===== src/rtl/uart_mem_bridge.sv =====
// uart_mem_bridge: moves whole words between a byte-wide UART interface and one
// of NUM_RAMS synchronous RAMs.
//   load (mode 0): RX bytes are packed little-endian into words and written from address 0 upward
//   dump (mode 1): words are read from address 0 upward and sent LSB byte first, paced by GAP_CLKS
// Ports:
//   clk, reset                     - clock, async active-high reset
//   start, mode, ram_sel, word_count - command, sampled only when accepted in IDLE
//   rx_valid, rx_byte              - received byte strobe
//   tx_valid, tx_ready, tx_byte    - valid/ready byte stream to the transmitter
//   mem_addr, mem_sel, mem_we, mem_wdata, mem_rdata - RAM port (1-clock read latency)
//   busy, done, timeout_err        - status
module uart_mem_bridge #(
  parameter int WORD_BYTES = 4,
  parameter int ADDR_BITS  = 8,
  parameter int NUM_RAMS   = 2,
  parameter int GAP_CLKS   = 20,
  parameter int RX_TIMEOUT = 208340,
  localparam int W        = 8 * WORD_BYTES,
  localparam int SEL_BITS = (NUM_RAMS > 1) ? $clog2(NUM_RAMS) : 1
) (
  input  logic                  clk,
  input  logic                  reset,
  input  logic                  start,
  input  logic                  mode,
  input  logic [SEL_BITS-1:0]   ram_sel,
  input  logic [ADDR_BITS:0]    word_count,
  input  logic                  rx_valid,
  input  logic [7:0]            rx_byte,
  output logic                  tx_valid,
  input  logic                  tx_ready,
  output logic [7:0]            tx_byte,
  output logic [ADDR_BITS-1:0]  mem_addr,
  output logic [NUM_RAMS-1:0]   mem_sel,
  output logic                  mem_we,
  output logic [W-1:0]          mem_wdata,
  input  logic [W-1:0]          mem_rdata,
  output logic                  busy,
  output logic                  done,
  output logic                  timeout_err
);

  localparam int BI_W = $clog2(WORD_BYTES + 1);
  localparam int GC_W = (GAP_CLKS > 0) ? $clog2(GAP_CLKS + 1) : 1;
  localparam int TO_W = $clog2(RX_TIMEOUT + 1);
  localparam int CW   = ADDR_BITS + 1;

  localparam logic [BI_W-1:0] LAST_B   = BI_W'(WORD_BYTES - 1);
  localparam logic [BI_W-1:0] ALL_B    = BI_W'(WORD_BYTES);
  localparam logic [GC_W-1:0] GAP_LAST = GC_W'((GAP_CLKS > 0) ? GAP_CLKS - 1 : 0);
  localparam logic [TO_W-1:0] TO_LAST  = TO_W'(RX_TIMEOUT - 1);
  localparam logic [CW-1:0]   ONE_WORD = CW'(1);

  typedef enum logic [2:0] {
    IDLE, LOAD, FETCH, WAIT_RD, SEND, GAP, FINISH
  } state_t;

  state_t          state;
  logic [BI_W-1:0] byte_idx;    // load: next byte slot; dump: bytes already sent from the word
  logic [CW-1:0]   words_left;  // includes the word currently in progress
  logic [W-1:0]    asm_q;       // load-side word assembly
  logic [W-1:0]    asm_next;
  logic [W-1:0]    shreg;       // dump-side byte shifter, next byte always in [7:0]
  logic [GC_W-1:0] gap_cnt;
  logic [TO_W-1:0] to_cnt;
  logic            sel_ok;

  assign sel_ok = (32'(ram_sel) < NUM_RAMS);

  // Word as it will look once the byte arriving this cycle lands in its slot.
  always_comb begin
    asm_next = asm_q;
    for (int i = 0; i < WORD_BYTES; i++) begin
      if (byte_idx == BI_W'(i)) asm_next[i*8 +: 8] = rx_byte;
    end
  end

  always_ff @(posedge clk or posedge reset) begin
    if (reset) begin
      state       <= IDLE;
      byte_idx    <= '0;
      words_left  <= '0;
      asm_q       <= '0;
      shreg       <= '0;
      gap_cnt     <= '0;
      to_cnt      <= '0;
      tx_valid    <= 1'b0;
      tx_byte     <= '0;
      mem_addr    <= '0;
      mem_sel     <= '0;
      mem_we      <= 1'b0;
      mem_wdata   <= '0;
      busy        <= 1'b0;
      done        <= 1'b0;
      timeout_err <= 1'b0;
    end else begin
      mem_we      <= 1'b0;
      done        <= 1'b0;
      timeout_err <= 1'b0;

      case (state)
        IDLE: begin
          if (start && sel_ok) begin
            mem_addr   <= '0;
            byte_idx   <= '0;
            to_cnt     <= '0;
            words_left <= word_count;
            mem_sel    <= NUM_RAMS'(1) << ram_sel;
            busy       <= 1'b1;
            if (word_count == '0) state <= FINISH;
            else if (mode)        state <= FETCH;
            else                  state <= LOAD;
          end
        end

        LOAD: begin
          // mem_we high means the write happens on this edge; advance only afterwards
          // so the address seen with the strobe is the word's own address.
          if (mem_we && words_left == ONE_WORD) begin
            state <= FINISH;
          end else begin
            if (mem_we) begin
              mem_addr   <= mem_addr + 1'b1;
              words_left <= words_left - 1'b1;
            end
            if (rx_valid) begin
              to_cnt <= '0;
              asm_q  <= asm_next;
              if (byte_idx == LAST_B) begin
                byte_idx  <= '0;
                mem_wdata <= asm_next;
                mem_we    <= 1'b1;
              end else begin
                byte_idx <= byte_idx + 1'b1;
              end
            end else if (byte_idx != '0) begin
              // Silence mid-word: drop the partial word but keep the address.
              if (to_cnt == TO_LAST) begin
                byte_idx    <= '0;
                to_cnt      <= '0;
                timeout_err <= 1'b1;
              end else begin
                to_cnt <= to_cnt + 1'b1;
              end
            end
          end
        end

        FETCH: state <= WAIT_RD;

        WAIT_RD: begin
          shreg    <= mem_rdata;
          tx_byte  <= mem_rdata[7:0];
          tx_valid <= 1'b1;
          byte_idx <= '0;
          state    <= SEND;
        end

        SEND: begin
          if (tx_ready) begin
            tx_valid <= 1'b0;
            shreg    <= shreg >> 8;
            byte_idx <= byte_idx + 1'b1;
            gap_cnt  <= '0;
            state    <= GAP;
          end
        end

        GAP: begin
          if (gap_cnt == GAP_LAST) begin
            if (byte_idx != ALL_B) begin
              tx_byte  <= shreg[7:0];
              tx_valid <= 1'b1;
              state    <= SEND;
            end else if (words_left == ONE_WORD) begin
              state <= FINISH;
            end else begin
              mem_addr   <= mem_addr + 1'b1;
              words_left <= words_left - 1'b1;
              state      <= FETCH;
            end
          end else begin
            gap_cnt <= gap_cnt + 1'b1;
          end
        end

        FINISH: begin
          done  <= 1'b1;
          busy  <= 1'b0;
          state <= IDLE;
        end

        default: state <= IDLE;
      endcase
    end
  end

endmodule


===== config.mk =====
export PLATFORM = sky130hd
export DESIGN_NAME = uart_mem_bridge
export DESIGN_NICKNAME = d
export VERILOG_FILES = /design/src/rtl/uart_mem_bridge.sv
export SDC_FILE = /design/constraint.sdc
export NUM_CORES = 1
export LEC_CHECK = 0
export BUFFER_PORTS_ARGS = -buffer_cell sky130_fd_sc_hd__buf_2
export CAP_MARGIN = 20
export CORE_MARGIN = 3
export CORE_UTILIZATION = 61
export DETAILED_ROUTE_END_ITERATION = 7
export PLACE_DENSITY = 0.88
export RECOVER_POWER = 50
export SYNTH_ARGS = -nofsm -noshare
export SYNTH_HDL_FRONTEND = slang
export SYNTH_SLANG_ARGS = --single-unit

===== constraint.sdc =====
create_clock -name clk -period 10 [get_ports clk]
set_input_delay 2 -clock clk [delete_from_list [all_inputs] [get_ports clk]]
set_output_delay 2 -clock clk [all_outputs]
set_load 0.005 [all_outputs]

# == Word level (Yosys, flattened, before mapping) ==
# Cells that the tools add are included.
# classes
shift,1
reduce_logical,25
eq_ne,25
addsub,5
bitwise_logic,1
mux,65
# ops
cell,n
$mux 8,12
$mux 18,5
$pmux 32 s2,1
$mux 9,6
$mux 3,14
$pmux 18 s2,1
$mux 32,1
$pmux 9 s3,1
$pmux 8 s3,1
$ne 2x2->1 const B,10
$add 18x1->18 const B,1
$eq 18x18->1 const B,1
$pmux 3 s6,1
$pmux 8 s2,1
$reduce_and 4->1,4
$mux 1,14
$eq 3x2->1 const B,4
$pmux 3 s4,1
$mux 5,2
$pmux 5 s2,1
$reduce_bool 2->1,5
$eq 3x3->1 const B,3
$eq 9x1->1 const B,1
$logic_not 9->1,1
20 further kinds,30
# word_totals
regBits,157
output_inout_bits,55

# == Depth between registers and ports, before layout ==
# Gate-level depths: netlist (run 1).
# depth
depth_word,6
depth_mapped,9
mapped_depth_nobuf,8

# == Least setup slack after synthesis (run 1) ==
# No wires, ideal clock.
# synth_timing
kind,in2reg
startpoint,input port rx_valid
endpoint,register to_cnt[9]
stages,7
path_buffers,2
t_arrival_ns,3.270
setup_slack_ns,6.609
setup_time_ns,0.121
path_cell_list,or3b_2 a21o_1 buf_6 nand2_4 buf_2 o21ai_1 a22o_1
# synth_via
elab_chain_cells,3
# synth_lines
item,line,rtl
"start, declared",27,"input logic rx_valid,"
$mux 18,125,if (rx_valid) begin
$mux 18,118,if (mem_we && words_left == ONE_WORD) begin
$pmux 18 s2,100,case (state)
"end signal, assigned",142,to_cnt <= to_cnt + 1'b1;
"end, declared",64,logic [TO_W-1:0] to_cnt;
# Several ways; a longest one is shown, not always the timed one. The select of a mux whose other input is x is not followed.
# A chain may end at the register's enable or synchronous reset.

==> results of run 1 <==
==> placed cells by master, fill, tap and decap left out, types with 9 or more instances in the layout <==
cell,synthesis,routed
xor2_1,10,10
mux2_1,17,18
nand3_1,18,18
o21ai_0,53,85
o31ai_1,9,9
a22o_1,9,9
clkbuf_16,0,17
ha_1,11,11
inv_1,12,11
a21oi_1,13,14
clkbuf_1,11,21
a31oi_1,11,11
nor2_1,29,28
nand2_1,137,137
dfrtp_1,149,149
mux2i_1,58,58
nor3_1,13,13
buf_2,20,92
==> per-stage QoR <==
step | total power [µW] | cells | hold slack [ns] | setup slack (ns)
finish | 2370 | 980 | 0.477 | 5.57
CTS | 2380 | 979 | 0.481 | 6.68
detailed placement | 1680 | 948 | 0.467 | 6.30
global route | 2510 | 980 | 0.503 | 5.08
floorplan | 1480 | 727 | 0.449 | 3.99
global placement | 1620 | 948 | 0.456 | 6.41
==> worst min-delay path, cell delays in order, from the launching register on <==
cell and delay [ns]:
dfrtp_1 0.34, nand2_1 0.04, o21ai_0 0.06
==> how the worst min path moves through the flow <==
stage                                    startpoint                   endpoint  slack, ns  cells past startpoint
after floorplan                shreg[6]$_DFFE_PP0P_       shreg[6]$_DFFE_PP0P_       0.45                      2
after global placement    mem_wdata[25]$_DFFE_PP0P_  mem_wdata[25]$_DFFE_PP0P_       0.46                      2
after detailed placement  mem_wdata[31]$_DFFE_PP0P_  mem_wdata[31]$_DFFE_PP0P_       0.47                      2
after CTS                    tx_byte[0]$_DFFE_PP0P_     tx_byte[0]$_DFFE_PP0P_       0.48                      2
after global routing      mem_wdata[15]$_DFFE_PP0P_  mem_wdata[15]$_DFFE_PP0P_       0.50                      2
final                        tx_byte[0]$_DFFE_PP0P_     tx_byte[0]$_DFFE_PP0P_       0.48                      2
==> power by group through the flow <==
stage          combinational (µW)  sequential, µW  clock, µW
2_1_floorplan                 599             883          0
3_3_place_gp                  708             916          0
3_5_place_dp                  748             929          0
4_1_cts                       758             925        701
5_1_grt                       832             949        727
6_report                      747             929        698
==> routing by layer <==
metal	share of wire [%]	GRT usage, %	vias to the layer above
met2	51	44.6	211
li1	-	-	2758
met5	0	0	-
met4	2.0	10.6	0
met1	41	33.6	2925
met3	5.6	5.38	36
==> layout make-up <==
| type | count | area (µm²) |
|---|---|---|
| tap | 143 | 179 |
| sequential | 149 | 3730 |
| clock inverter | 10 | 169 |
| clock buffer | 21 | 480 |
| fill | 810 | 3060 |
| multi-input combinational | 529 | 3400 |
| inverter | 14 | 53.8 |
| timing repair buffer | 114 | 547 |
==> cells by family (layout without fill, tap and decap cells) <==
| logic type | Yosys count | in the layout |
|---|---|---|
| AND/OR/NAND/NOR | 268 | 268 |
| multiplexers | 84 | 84 |
| AO/OA/AOI/OAI | 156 | 156 |
| flip-flops | 149 | 149 |
| adder cells (fa/ha/maj) | 11 | 11 |
| XOR/XNOR | 10 | 10 |
| buffers and inverters | 49 | 159 |
==> sequential cells by signal, indices dropped and copies added, names as in the netlist, 2 cells and up <==
name	flops
tx_byte	8
shreg	32
asm_q	24
state	3
gap_cnt	5
byte_idx	3
mem_wdata	32
mem_sel	2
to_cnt	18
words_left	9
mem_addr	8
==> results by group, run 1 <==
Drt
  – DR vias: 5930
  – DRT Wirelength: 17.4 mm
  – Detail Route Antenna Nets: 0
  – DRC viols: 0
  – Detailed Routing Iterations Pass 1: 5
  – Post-DR vias/cell: 6.05
  – WL/cell: 17.8 µm
  – DRT iter0 DRCs: 615

Yosys
  – Synth top area cells: dfrtp_1 51%, mux2i_1 7.9%, nand2_1 7.0%
  – Synth Area in Simple Gates: 18.5%
  – XOR/XNOR Fraction of Synth Area: under 10%
  – Top FF cell, synth: dfrtp_1
  – Most common cell in the netlist: dfrtp_1
  – Post-synthesis sequential element count: 149
  – Cells after synthesis: 727
  – Compound-cell area share of the yosys netlist: between 10% and 20%
  – Adder-cell share of the synthesized area: approximately 1.9%
  – Post-synthesis mux area share: 12.3%
  – EDFF count, synth: 0
  – Mapped Area: roughly 7400 µm²
  – Synth Warn #: 0
  – Asr flop ratio synth: 100%
  – Post-Syn Nets: 794
  – Main combinational cell family by area after synthesis: simple AND/OR/NAND/NOR gates
  – Avg Synthesized Cell Area: 10.1 µm²
  – Netlist cell types: 60
  – Synth cell count leaders: 149 x dfrtp_1, 137 x nand2_1, 58 x mux2i_1
  – Post-synthesis sequential area ratio: 50.6%
  – Synth top area share: 50.6%
  – Cell taking the most area after synthesis: dfrtp_1

Global routing
  – Total grt overflow: 0
  – First-pass GRT wire length: 28.0 mm
  – Initial antenna violation count: 0
  – Largest net degree at the start of global routing: 84
  – Total global-route track usage: 26.5%
  – Vias in the first global route: 5735

STA
  – RSZ-0062 raised after global routing: false
  – Worst-margin pin slew: 2.93 ns
  – Total Negative Setup Slacks: 0 ns
  – Number of setup violations in the final report: 0
  – Max_slew headroom: -96.1%
  – Max-slew violations: 197
  – Setup Skew: 0.0109 ns
  – Period utilization: 44.3%
  – Fmax: 0.226 GHz
  – Hold Vio Cnt, Final: 0
  – Final min period: 4.43 ns

Critical path
  – Worst EP arrival: just under 5 ns
  – R2r startpoint: state[0]$_DFFE_PP0P_
  – Critical path cell sequence: buf_2, clkinvlp_2, buf_4
  – RR Endpoint: shreg[13]$_DFFE_PP0P_
  – WS Path Type: in -> async
  – Critical path origin: reset
  – Crit Path Max Fanout: a little over 80
  – Slowest-stage cell, CP: clkinvlp_2
  – Critical Path Source Type: primary input
  – WP data required: 10.41 ns
  – Worst reg2reg path depth: 6
  – Slowest stage delay, CP: 1.62 ns
  – Bufs and invs on worst path: 3
  – Worst path depth: 3
  – CP endpoint kind: async pin
  – Top cell family by delay on the critical path: buffers and inverters
  – CP endpoint: mem_wdata[7]$_DFFE_PP0P_
  – R2r setup slk: between 5 and 6 ns

Flow run
  – Max Cap Viol: 4

CTS
  – CTS resizes: 0
  – CTS tree: built
  – Clk Latency, worst-skew pair: 0.43 ns
  – Clk sinks: 149
  – Postcts setup bufs: 0
  – CTS Buffer Depth: 2
  – Root Driver: clkbuf_16
  – H-tree levels: 4
  – Hold_buf cts: 0
  – CTS clock-pin slew for the worst setup and hold paths: 0.06 ns
  – CTS Buf Count: 17

Finish
  – Fin nets: 892
  – Post-route core utilization: between 70% and 80%
  – Layout area overhead: 16.1%
  – Fin area: 8560 µm²
  – Layout cells sized above 1: between 15 and 20%
  – Ant. Diodes: 0

Floorplanning
  – Core area: roughly 12000 µm²
  – Die width: 116 µm
  – # IOs: 111
  – Row count: 39
  – Die Ht: 116 µm
  – Die area: roughly 13000 µm²
  – Initial Util: 63.4%

Pwr
  – Sequential power share: 39.1%
  – Clock power frac: 29.4%
  – Pwr/cell area: 277 nW/µm²
  – Net Sw Power: 838 µW
  – Leakage Power: 0.00416 µW
  – Combinational Power Share: 31.5%
  – Max rail drop VDD: between 0.1 and 0.15 mV
  – Sw Share: 35.3%
  – Int Pwr: 1540 µW

Run status
  – Status: complete, but fails checks
  – Failing checks: capacitance limit, slew limit

Min path
  – Worst Hold Class: reg -> reg

Placement
  – Post-DP Area: 7950 µm²
  – PortBufs: 110
  – Dpl hpwl: 11.5 mm
  – RePlAce Congestion: 0.839
No activity file was read; power rests on OpenSTA's default activity.
==> run 2: changes to the inputs <==
--- a/config.mk
+++ b/config.mk
@@ -8,9 +8,9 @@
 export BUFFER_PORTS_ARGS = -buffer_cell sky130_fd_sc_hd__buf_2
 export CAP_MARGIN = 20
 export CORE_MARGIN = 3
-export CORE_UTILIZATION = 61
+export CORE_UTILIZATION = 52
 export DETAILED_ROUTE_END_ITERATION = 7
-export PLACE_DENSITY = 0.88
+export PLACE_DENSITY = 0.8
 export RECOVER_POWER = 50
 export SYNTH_ARGS = -nofsm -noshare
 export SYNTH_HDL_FRONTEND = slang
==> constraint.sdc (replaced) <==
create_clock -name clk -period 4 [get_ports clk]
set_input_delay 0.8 -clock clk [delete_from_list [all_inputs] [get_ports clk]]
set_output_delay 0.8 -clock clk [all_outputs]
set_load 0.005 [all_outputs]
==> run 2 against run 1 <==
Sequential power up 150%. Routed wire length down 6.2%. Largest power group unchanged. Sequential cell count unchanged. Largest cell class unchanged. Worst setup slack worse by 4.4 ns. Critical endpoint is now mem_addr[0]$_DFFE_PP0P_. Cell area up 1.1%. First-iteration DRC count down 47%. Clock skew down 0.00070 ns. Sequential share of layout area down 0.46 points. The flow still finishes with violations (capacitance limit, slew limit). Utilization down 9.9 points. Combinational power rose to 2.5 times the previous value. Clock power up 140%.
==> results by group, run 2 (synthesis gave the netlist of run 1 again) <==
CTS
  – CTS clock-pin slew for the worst setup and hold paths: 0.06 ns (about the same)
  – CTS Buffer Depth: 2 (unchanged)
  – Clk Latency, worst-skew pair: 0.42 ns (about the same)
  – CTS resizes: 0 (unchanged)
  – Clk sinks: 149 (unchanged)
  – Root Driver: clkbuf_16
  – CTS Buf Count: 17 (unchanged)
  – H-tree levels: 4 (unchanged)
  – Postcts setup bufs: 0 (unchanged)
  – CTS tree: built
  – Hold_buf cts: 0 (unchanged)

Pwr
  – Int Pwr: 3770 µW (+150%)
  – Leakage Power: 0.00421 µW (+1.2%)
  – Sequential power share: 39.2% (about the same)
  – Net Sw Power: 2080 µW (+150%)
  – Sw Share: 35.6% (+0.29 points)
  – Pwr/cell area: 676 nW/µm² (+140%)
  – Combinational Power Share: 32.2% (+0.7 points)
  – Clock power frac: 28.7% (-0.7 points)
  – Max rail drop VDD: 0.358 mV (+140%)

Global routing
  – Initial antenna violation count: 0 (unchanged)
  – Total grt overflow: 0 (unchanged)
  – Total global-route track usage: 21.4% (-5.1 points)
  – Vias in the first global route: 5570 (-2.9%)
  – Largest net degree at the start of global routing: 66 (-21%)
  – First-pass GRT wire length: 27.5 mm (-1.8%)

STA
  – Max_slew headroom: -22.1% (+74 points)
  – Setup Skew: 0.0102 ns (-0.000705 ns)
  – Period utilization: a little over two thirds
  – Worst-margin pin slew: 1.82 ns (-1.10 ns)
  – Number of setup violations in the final report: 0 (unchanged)
  – Max-slew violations: 40 (-80%)
  – Fmax: around 0.36 GHz
  – Total Negative Setup Slacks: 0 ns (unchanged)
  – RSZ-0062 raised after global routing: false
  – Final min period: 2.81 ns
  – Hold Vio Cnt, Final: 0 (unchanged)

Flow run
  – Max Cap Viol: 1 (-3)

Critical path
  – CP endpoint kind: async pin
  – Slowest stage delay, CP: 1.13 ns (-0.49 ns)
  – Critical path cell sequence: buf_2, clkinvlp_2, clkbuf_1
  – Top cell family by delay on the critical path: buffers and inverters
  – WP data required: 4.28 ns (-6.13 ns)
  – Crit Path Max Fanout: 40 (-52%)
  – WS Path Type: in -> async
  – Slowest-stage cell, CP: clkbuf_1
  – Critical Path Source Type: primary input
  – Worst EP arrival: 3.09 ns (-1.74 ns)
  – Bufs and invs on worst path: 3 (unchanged)

Drt
  – DRT iter0 DRCs: 329 (-47%)
  – Post-DR vias/cell: 5.66 (-6.4%)
  – Detailed Routing Iterations Pass 1: 5 (unchanged)
  – Detail Route Antenna Nets: 0 (unchanged)
  – DR vias: 5757 (-2.9%)
  – DRC viols: 0 (unchanged)
  – WL/cell: 16.1 µm (-9.6%)
  – DRT Wirelength: 16.3 mm (-6.2%)

Finish
  – Post-route core utilization: 63.8% (-9.9 points)
  – Layout area overhead: 17.4%
  – Fin nets: 895 (+0.34%)
  – Commonest cells after routing, fill and taps aside: 149 x dfrtp_1, 137 x nand2_1, 101 x buf_2
  – Layout cells sized above 1: 20.5% (+1.9 points)
  – Ant. Diodes: 0 (unchanged)
  – Commonest non-fill, non-tap cell in the layout: dfrtp_1
  – Layout Cells excl Fill: 1017 (+3.8%)
  – Biggest regs: mem_wdata x32, shreg x32, asm_q x24

Floorplanning
  – Die width: 125 µm (+7.9%)
  – # IOs: 111 (unchanged)
  – Core area: 13600 µm² (+17%)
  – Die area: 15600 µm² (+16%)
  – Die Ht: 125 µm (+7.9%)
  – Row count: 42 (+7.7%)
  – Initial Util: 54.3% (-9.1 points)

Run status
  – Status: complete, but fails checks
  – Failing checks: capacitance limit, slew limit

Placement
  – Dpl hpwl: 11.3 mm (-2.3%)
  – PortBufs: 110 (unchanged)
  – RePlAce Congestion: 0.870 (+3.7%)
  – Dpl cells: 984 (+3.8%)

Min path
  – Worst Hold Class: reg -> reg
[run 2: cell types whose count changed in the layout (fill, tap and decap cells not counted), sizes merged]
cell	delta
clkinvlp	+1
clkinv	-2
buf	+13
bufinv	-1
clkbuf	-12
inv	+5
[run 2: stage by stage]
step / setup slack [ns] / power (µW) / hold slack [ns] / cell area (µm²)
finish: 1.19 / 5850 / 0.474 / 8650
global route: 0.727 / 6230 / 0.500 / 8650
global placement: 1.31 / 4100 / 0.456 / 8030
CTS: 1.30 / 5880 / 0.480 / 8650
detailed placement: 1.34 / 4180 / 0.456 / 8030
floorplan: 1.33 / 3710 / 0.449 / 7370
[run 2: routing by layer]
metal  wire length [µm]  track usage, %
met1               7340            29.4
met2               7800            33.9
met3                945            4.65
met4                261            7.33
met5                  0               0
[run 2: final timing paths]
kind	from	to	slack [ns]	cells past startpoint
max	reset	mem_addr[0]$_DFFE_PP0P_	1.19	3
min	tx_byte[3]$_DFFE_PP0P_	tx_byte[3]$_DFFE_PP0P_	0.47	2
max in group clk	state[0]$_DFFE_PP0P_	words_left[1]$_DFFE_PP0P_	1.26	5
min in group asynchronous	reset	mem_wdata[2]$_DFFE_PP0P_	0.83	2
max reg2reg	state[0]$_DFFE_PP0P_	words_left[1]$_DFFE_PP0P_	1.26	5
min reg2reg	tx_byte[3]$_DFFE_PP0P_	tx_byte[3]$_DFFE_PP0P_	0.47	2
[run 2: area by class of cell]
class                           count  area, µm²
Clock buffer                       19        453
Inverter                           14       53.8
Sequential cell                   149       3730
Timing Repair Buffer              117        617
Tap cell                          176        220
Multi-Input combinational cell    529       3410
Fill cell                        1085       4910
Clock inverter                     13        168
[run 2: power by group through the flow]
| stage | combinational, µW | clock [µW] | sequential, µW |
|---|---|---|---|
| floorplan | 1500 | 0 | 2210 |
| global placement | 1820 | 0 | 2280 |
| detailed placement | 1870 | 0 | 2310 |
| CTS | 1900 | 1690 | 2290 |
| global route | 2110 | 1760 | 2360 |
| finish | 1880 | 1680 | 2290 |
[run 2: worst min-delay path: stages, from the launching register on]
cell and delay (ns):
dfrtp_1 0.34, nand2_1 0.04, o21ai_0 0.06
==> run 3: changes to the inputs <==
--- a/config.mk
+++ b/config.mk
@@ -8,9 +8,9 @@
 export BUFFER_PORTS_ARGS = -buffer_cell sky130_fd_sc_hd__buf_2
 export CAP_MARGIN = 20
 export CORE_MARGIN = 3
-export CORE_UTILIZATION = 52
+export CORE_UTILIZATION = 57
 export DETAILED_ROUTE_END_ITERATION = 7
-export PLACE_DENSITY = 0.8
+export PLACE_DENSITY = 0.83
 export RECOVER_POWER = 50
 export SYNTH_ARGS = -nofsm -noshare
 export SYNTH_HDL_FRONTEND = slang
==> constraint.sdc (replaced) <==
create_clock -name clk -period 2.8 [get_ports clk]
set_input_delay 0.56 -clock clk [delete_from_list [all_inputs] [get_ports clk]]
set_output_delay 0.56 -clock clk [all_outputs]
set_load 0.005 [all_outputs]
==> run 3 against run 2 <==
Sequential cell count did not move. Highest routed layer unchanged. Sequential power increased by 42%. Combinational power is 52% higher. Final cell count is 0.49% lower. The run still ends with capacitance limit, slew limit left. Largest power group unchanged. Total power grew 47%. Via count increased by 2.9%. Die area fell by 8.4%.
==> results by group, run 3 (synthesis gave the netlist of run 1 again) <==
Floorplanning
  – Die area: 14300 µm² (-8.4%)
  – Row count: 40 (-4.8%)
  – Die width: 120 µm (-4.3%)
  – Die Ht: 120 µm (-4.3%)
  – Initial Util: 59.8% (+5.5 points)
  – # IOs: 111 (unchanged)
  – Core area: 12300 µm² (-9.2%)

Critical path
  – Slowest-stage cell, CP: or3b_2
  – R2r setup slk: 0.33 ns (-0.93 ns)
  – WS Path Type: reg -> reg
  – Top cell family by delay on the critical path: simple AND/OR/NAND/NOR gates
  – RR Endpoint: mem_wdata[28]$_DFFE_PP0P_
  – Critical Path Source Type: flop
  – Most common cell on crit path: nand2_1
  – Worst reg2reg path depth: 7 (+2)
  – Slowest stage delay, CP: 0.73 ns (-0.40 ns)
  – CP endpoint kind: flop
  – R2r startpoint: state[2]$_DFFE_PP0P_
  – Crit Path Max Fanout: 31 (-23%)
  – Critical path cell sequence: nor3b_4, nand2_1, or3b_2, buf_16, inv_2, nand2_1, nand2_1
  – WP data required: 3.17 ns (-1.11 ns)
  – Worst EP arrival: 2.83 ns (-0.26 ns)
  – Bufs and invs on worst path: 2 (-1)

CTS
  – Clk Latency, worst-skew pair: 0.43 ns (about the same)
  – Postcts setup bufs: 0 (unchanged)
  – CTS resizes: 0 (unchanged)
  – H-tree levels: 4 (unchanged)
  – CTS clock-pin slew for the worst setup and hold paths: 0.06 ns (about the same)
  – CTS tree: built
  – CTS Buffer Depth: 2 (unchanged)
  – Root Driver: clkbuf_16
  – Hold_buf cts: 0 (unchanged)
  – CTS Buf Count: 17 (unchanged)
  – Clk sinks: 149 (unchanged)

STA
  – Number of setup violations in the final report: 0 (unchanged)
  – Max-slew violations: 150 (+280%)
  – Fmax: between 0.4 and 0.5 GHz
  – Hold Vio Cnt, Final: 0 (unchanged)
  – RSZ-0062 raised after global routing: false
  – Final min period: 2.47 ns
  – Setup Skew: 0.00747 ns (-0.00275 ns)
  – Total Negative Setup Slacks: 0 ns (unchanged)
  – Worst-margin pin slew: 1.95 ns (+0.131 ns)
  – Max_slew headroom: -30.1% (-8.1 points)
  – Period utilization: 88.1%

Global routing
  – First-pass GRT wire length: 28.9 mm (+5.2%)
  – Total global-route track usage: 25.1% (+3.7 points)
  – Initial antenna violation count: 0 (unchanged)
  – Largest net degree at the start of global routing: 150 (+130%)
  – Total grt overflow: 0 (unchanged)
  – GRT busiest layer: met2
  – GR Util met2: 42.4% (+8.5 points)
  – Vias in the first global route: 5982 (+7.4%)
  – Met3 Use GR: 5.33% (+0.68 points)
  – GRT met1 Usage: 31.7% (+2.3 points)

Finish
  – Fin nets: 898 (+0.34%)
  – Fill cells: 907 (-16%)
  – Commonest non-fill, non-tap cell in the layout: dfrtp_1
  – Layout Cells excl Fill: 1012 (-0.49%)
  – Fin area: 8690 µm² (+0.43%)
  – Biggest regs: mem_wdata x32, shreg x32, asm_q x24
  – Layout area overhead: 17.9%
  – Sequential cell area: 3730 µm² (unchanged)
  – Layout cells sized above 1: 20.4% (-0.073 points)
  – Ant. Diodes: 0 (unchanged)
  – Area of the multi-input gates: 3420 µm² (+0.18%)
  – Commonest cells after routing, fill and taps aside: 149 x dfrtp_1, 137 x nand2_1, 98 x buf_2
  – Post-route core utilization: 70.6% (+6.8 points)

Run status
  – Status: complete, but fails checks
  – Failing checks: capacitance limit, slew limit

Placement
  – Dpl cells: 979 (-0.51%)
  – RePlAce Congestion: 0.889 (+2.2%)
  – Dpl hpwl: 11.7 mm (+3.7%)
  – Post-DP Area: 8050 µm² (+0.31%)
  – PortBufs: 110 (unchanged)

Min path
  – HP Start: ram_sel
  – Worst Hold Class: in -> reg
  – Cell count of the worst hold path: 2 (unchanged)
  – Hold Path Sink: mem_sel[0]$_DFFE_PP0P_

Drt
  – DRC viols: 0 (unchanged)
  – DRT Wirelength: 17.6 mm (+7.6%)
  – Post-DR vias/cell: 5.86 (+3.4%)
  – DRT iter0 DRCs: 468 (+42%)
  – DR vias: 5926 (+2.9%)
  – Detailed Routing Iterations Pass 1: 5 (unchanged)
  – WL/cell: 17.4 µm (+8.2%)
  – Detail Route Antenna Nets: 0 (unchanged)

Pwr
  – Max rail drop VDD: 0.421 mV (+18%)
  – Pwr/cell area: 987 nW/µm² (+46%)
  – Leakage Power: 0.00423 µW (+0.34%)
  – Overall Power: 8580 µW (+47%)

Flow run
  – Max Cap Viol: 1 (unchanged)
run 3: changes by cell type in the layout (fill, tap and decap cells not counted), sizes merged:
cell / delta
buf: +1
bufinv: +1
clkbuf: +5
clkinvlp: -1
inv: -3
run 3: how the worst max path moves through the flow:
stage	start	endpoint	slack [ns]	cells past startpoint
floorplan	reset	asm_q[0]$_DFFE_PP0P_	0.37	1
global placement	words_left[1]$_DFFE_PP0P_	mem_wdata[29]$_DFFE_PP0P_	0.36	8
detailed placement	words_left[4]$_DFFE_PP0P_	mem_wdata[28]$_DFFE_PP0P_	0.19	6
CTS	words_left[4]$_DFFE_PP0P_	mem_wdata[28]$_DFFE_PP0P_	0.16	6
global route	state[2]$_DFFE_PP0P_	mem_wdata[26]$_DFFE_PP0P_	0.23	7
finish	state[2]$_DFFE_PP0P_	mem_wdata[28]$_DFFE_PP0P_	0.33	7
run 3: routing by layer:
metal,up-vias,wire (µm)
li1,2773,-
met1,2935,7570
met2,179,8830
met3,39,785
met4,0,409
met5,-,0
run 3: power breakdown:
group          switching, µW  internal, µW  total (µW)
Combinational           1660          1200        2850
Sequential               492          2770        3260
Clock                    909          1550        2460
Total                   3060          5520        8580
run 3: final cells by class:
type	count	area share, %
sequential	149	42.9
multi-input combinational	529	39.3
timing repair buffer	120	7.40
clock buffer	22	5.34
tap	168	2.42
clock inverter	10	1.94
inverter	14	0.648
run 3: per-stage QoR:
step | worst slack, ns | hold slack (ns)
5_1_grt | 0.229 | 0.315
2_1_floorplan | 0.365 | 0.449
4_1_cts | 0.164 | 0.304
6_report | 0.334 | 0.315
3_3_place_gp | 0.356 | 0.456
3_5_place_dp | 0.194 | 0.456
